==> src/rtl/hamming74_piso_tx.sv <==
// Hamming(7,4) encoder with a parallel-in/serial-out transmitter.
// Each frame is a start bit (1) followed by codeword positions 1..7
// (p1,p2,d1,p4,d2,d3,d4). Every bit is held for BIT_CYCLES clocks and
// the line idles low between frames.
module hamming74_piso_tx #(
    parameter int BIT_CYCLES = 1
) (
    input  logic       clk,
    input  logic       rst_n,
    input  logic [3:0] DI,
    input  logic       load_valid,
    output logic       load_ready,
    output logic       SO,
    output logic       busy,
    output logic       done
);

    typedef enum logic [1:0] {
        IDLE  = 2'd0,
        START = 2'd1,
        SHIFT = 2'd2
    } state_t;

    localparam logic [7:0] LAST_CNT = 8'(BIT_CYCLES - 1);
    localparam logic [2:0] LAST_IDX = 3'd6;

    state_t     state;
    logic [7:0] bit_cnt;
    logic [2:0] bit_idx;
    // cw[k] holds codeword position k+1, so cw[0] (p1) goes out first.
    logic [6:0] cw;
    logic       bit_end;

    // Build the codeword from a nibble; DI[3] is d1 and DI[0] is d4.
    function automatic logic [6:0] encode(input logic [3:0] d);
        logic d1, d2, d3, d4, p1, p2, p4;
        d1 = d[3];
        d2 = d[2];
        d3 = d[1];
        d4 = d[0];
        p1 = d1 ^ d2 ^ d4;
        p2 = d1 ^ d3 ^ d4;
        p4 = d2 ^ d3 ^ d4;
        return {d4, d3, d2, p4, d1, p2, p1};
    endfunction

    assign bit_end = (bit_cnt == LAST_CNT);

    // Frame sequencer: all outputs are registered and change only on clk.
    always_ff @(posedge clk) begin
        if (!rst_n) begin
            state      <= IDLE;
            SO         <= 1'b0;
            busy       <= 1'b0;
            done       <= 1'b0;
            load_ready <= 1'b1;
            bit_cnt    <= '0;
            bit_idx    <= '0;
            cw         <= '0;
        end else begin
            done <= 1'b0;
            case (state)
                IDLE: begin
                    if (load_valid && load_ready) begin
                        cw         <= encode(DI);
                        state      <= START;
                        SO         <= 1'b1;
                        busy       <= 1'b1;
                        load_ready <= 1'b0;
                        bit_cnt    <= '0;
                        bit_idx    <= '0;
                    end
                end
                START: begin
                    if (bit_end) begin
                        state   <= SHIFT;
                        bit_cnt <= '0;
                        bit_idx <= '0;
                        SO      <= cw[0];
                    end else begin
                        bit_cnt <= bit_cnt + 8'd1;
                    end
                end
                SHIFT: begin
                    if (bit_end) begin
                        bit_cnt <= '0;
                        if (bit_idx == LAST_IDX) begin
                            // Last position done: line drops low, ready for the next nibble.
                            state      <= IDLE;
                            bit_idx    <= '0;
                            SO         <= 1'b0;
                            busy       <= 1'b0;
                            done       <= 1'b1;
                            load_ready <= 1'b1;
                        end else begin
                            bit_idx <= bit_idx + 3'd1;
                            SO      <= cw[bit_idx + 3'd1];
                        end
                    end else begin
                        bit_cnt <= bit_cnt + 8'd1;
                    end
                end
                default: begin
                    state      <= IDLE;
                    SO         <= 1'b0;
                    busy       <= 1'b0;
                    load_ready <= 1'b1;
                    bit_cnt    <= '0;
                    bit_idx    <= '0;
                end
            endcase
        end
    end

endmodule
==> config.mk <==
export PLATFORM = sky130hd
export DESIGN_NAME = hamming74_piso_tx
export DESIGN_NICKNAME = d
export VERILOG_FILES = /design/src/rtl/hamming74_piso_tx.sv
export SDC_FILE = /design/constraint.sdc
export NUM_CORES = 1
export LEC_CHECK = 0
export ABC_AREA = 1
export CAP_MARGIN = 20
export CORE_MARGIN = 2
export CORE_UTILIZATION = 30
export CTS_CLUSTER_DIAMETER = 100
export DETAILED_ROUTE_END_ITERATION = 16
export PLACE_DENSITY = 0.59
export SETUP_SLACK_MARGIN = 0.5
export SYNTH_ARGS = -nofsm -noshare
export SYNTH_HDL_FRONTEND = slang
export SYNTH_SLANG_ARGS = --single-unit
==> constraint.sdc <==
create_clock -name clk -period 1.72 [get_ports clk]
set_input_delay 0.344 -clock clk [delete_from_list [all_inputs] [get_ports clk]]
set_output_delay 0.344 -clock clk [all_outputs]
set_load 0.005 [all_outputs]
==> qor.txt <==
Status: complete, no violations
Synthesis-to-layout area growth: 44.9%
Input/output buffers: 10
RePlAce Congestion: 0.771
Fin util: 45.3%
Die ar.: 0.00509 mm2
ANT nets after route: 0
Nets: 240
Most frequent cells in the layout: 36 x nand2_1, 26 x buf_4, 15 x dfxtp_1
R2r setup slk: 0.36 ns
Crit Path Max Fanout: 5
CP endpoint: bit_idx[0]
DP Area: 0.00161 mm2
Tcrit/Tclk final: 79.1%
Fin area: 0.00197 mm2
Largest net degree at the start of global routing: 17
Sequential element share of the synthesized area: 35.3%
Worst Setup SP: bit_cnt[1]
GRT Resource Usage Total: 12.4%
Initial Util: 31.3%
Commonest non-fill, non-tap cell in the layout: nand2_1
Cells after synthesis: 182
Worst-path clk slew: 0.09 ns
DP HPWL: 1990 um
Slew HR: 85.7%
Setup Crit Path Kind: flop to flop
Via/cell ratio: 4.48
Clk root buf: clkbuf_8
WL/cell: 10.4 um
Worst-Skew Late Latency: 0.27 ns
CTS tree: built
Core area: 0.00435 mm2
Final Hold Fails: 0
Power density cells: 1390 mW/mm2
H-Tree Level Count: 1
Distinct cell type count after synthesis: 29
Final Slew Violations: 0
Multi-input logic area: 943 um2
Reg2reg start: bit_cnt[1]
DR iter-0 viols: 37
Reg2reg end: bit_idx[0]
Initial antenna violation count: 0
First-pass GRT wire length: 5130 um
CTS buffer count: 3
Drt total wl: 2860 um
Worst setup SP type: flop
Maximum vdd ir drop: 0.574 mV
RSZ-0062 raised after global routing: yes
Worst Path Required: 1.88 ns
Maximum Capacitance Violations: 0
Die Y: 71.4 um
Share of cells above drive strength 1: 42.3%
# rows: 24
Worst-Margin Slew: 0.214 ns
Synth warn: 0
Clock buffer depth: 2
Final setup vio count: 0
IO Pins: 11
Worst r2r path cells: 10
Drt drc: 0
WP data arrival: 1.52 ns
Inserted Diodes: 0
Sink Count: 24
Initial DRT Pass Iterations: 4
Setup_tns: 0 ns
CP Capture Type: flop
Congestion Overflow GR: 0
Die Width: 71.4 um
Leak pwr: 0.000853 uW
Mean Syn Cell Area: 7.48 um2
Netlist Area Pre-Place: 0.00136 mm2
Vias in the first global route: 1184
Fillers: 418
WHS: 0.461 ns
Flops & latches, synth: 24
Syn nets: 199
Type of the tightest min-delay check: flop to flop
Register area: 499 um2
Cts hold-fix bufs: 0
Clk_skew: 0.00518 ns
Peak Freq: 0.735 GHz
Tmin final: 1.36 ns
Routed via count: 1228
## worst max-delay path, stage by stage (launching register included)
cell,delay (ns)
dfxtp_2,0.33
inv_2,0.06
ha_4,0.13
nand2_2,0.05
nor2_4,0.09
nand2_4,0.09
nand2_4,0.07
nand3_4,0.11
buf_4,0.16
o21ai_2,0.10
a21oi_1,0.05
## cells in the mapped netlist
cell type,n,area share (%)
o21ai_1,2,0.74
or2_2,1,0.46
inv_1,20,5.5
nor3_2,1,0.74
xnor2_1,3,1.9
nand3_1,7,2.6
nand2_2,4,1.8
a31oi_1,1,0.46
clkinv_1,1,0.28
a21oi_1,15,5.5
nand3_4,1,1.3
nor3b_2,1,0.92
xor2_1,1,0.64
o21bai_1,1,0.55
nor2_2,1,0.46
o21ai_0,8,2.9
inv_2,2,0.55
nor3_1,5,1.8
nor2_4,5,4.1
nor2_1,17,4.7
a21oi_2,1,0.64
clkbuf_1,1,0.28
nand2_4,4,3.3
ha_1,10,9.2
o211ai_1,1,0.55
nand2_1,41,11
inv_4,1,0.46
nand4_1,2,0.92
dfxtp_1,24,35
## report_power, final
group	internal, uW	switching, uW	leakage [uW]
combinational	726	836	0.000624
sequential	708	89.9	0.000200
clock	204	183	0.0000288
## state kept, by name (all words and copies together), names as in the netlist
signal      count
bit_cnt         8
cw              7
bit_idx         3
state           2
SO              1
busy            1
done            1
load_ready      1
## cells by family (layout without fill, tap and decap cells)
group,Yosys count,in the layout,share of synthesized area (%)
simple gates,90,90,34.5
xor+xnor,4,4,2.57
buf+inv,25,65,7.08
compound gates,29,29,11.4
fa+ha+maj,10,10,9.19
flops,24,24,35.3
## layer usage
layer  up-vias  track usage (%)  wire, um
li1        666                -         -
met1       550             17.9      1500
met2         8             18.8      1280
met3         4             1.69        42
met4         0             4.40        38
met5         -                0         0
## how the worst min path moves through the flow
stage / from / to / slack (ns) / depth (start not counted)
final: cw[5] / cw[5] / 0.46 / 2
after floorplan: cw[4] / cw[4] / 0.43 / 2
after detailed placement: cw[4] / cw[4] / 0.45 / 2
after global routing: cw[5] / cw[5] / 0.51 / 2
after CTS: cw[4] / cw[4] / 0.46 / 2
after global placement: cw[4] / cw[4] / 0.45 / 2
## area by class of cell
type                    instances  area share [%]
repair buffers                 37            15.1
multi-input cells             133            47.8
well taps                      52            3.30
inverters                      24            5.71
clock buffers                   4            2.79
flip-flops and latches         24            25.3
## metrics by stage
| stage | setup slack, ns | std cells | power [uW] |
|---|---|---|---|
| 5_1_grt | 0.268 | 274 | 2970 |
| 6_report | 0.360 | 274 | 2750 |
| 3_5_place_dp | 0.00184 | 244 | 1930 |
| 2_1_floorplan | 0.428 | 182 | 1670 |
| 4_1_cts | 0.370 | 268 | 2600 |
| 3_3_place_gp | 0.0429 | 244 | 1920 |
## repair_timing
item | in CTS | in global routing
gates resized for setup | 23 | 21
setup buffers | 20 | 6
endpoints found under the setup margin | 27 | 25
pin swaps | 12 | 10
No activity file was read; power rests on OpenSTA's default activity.
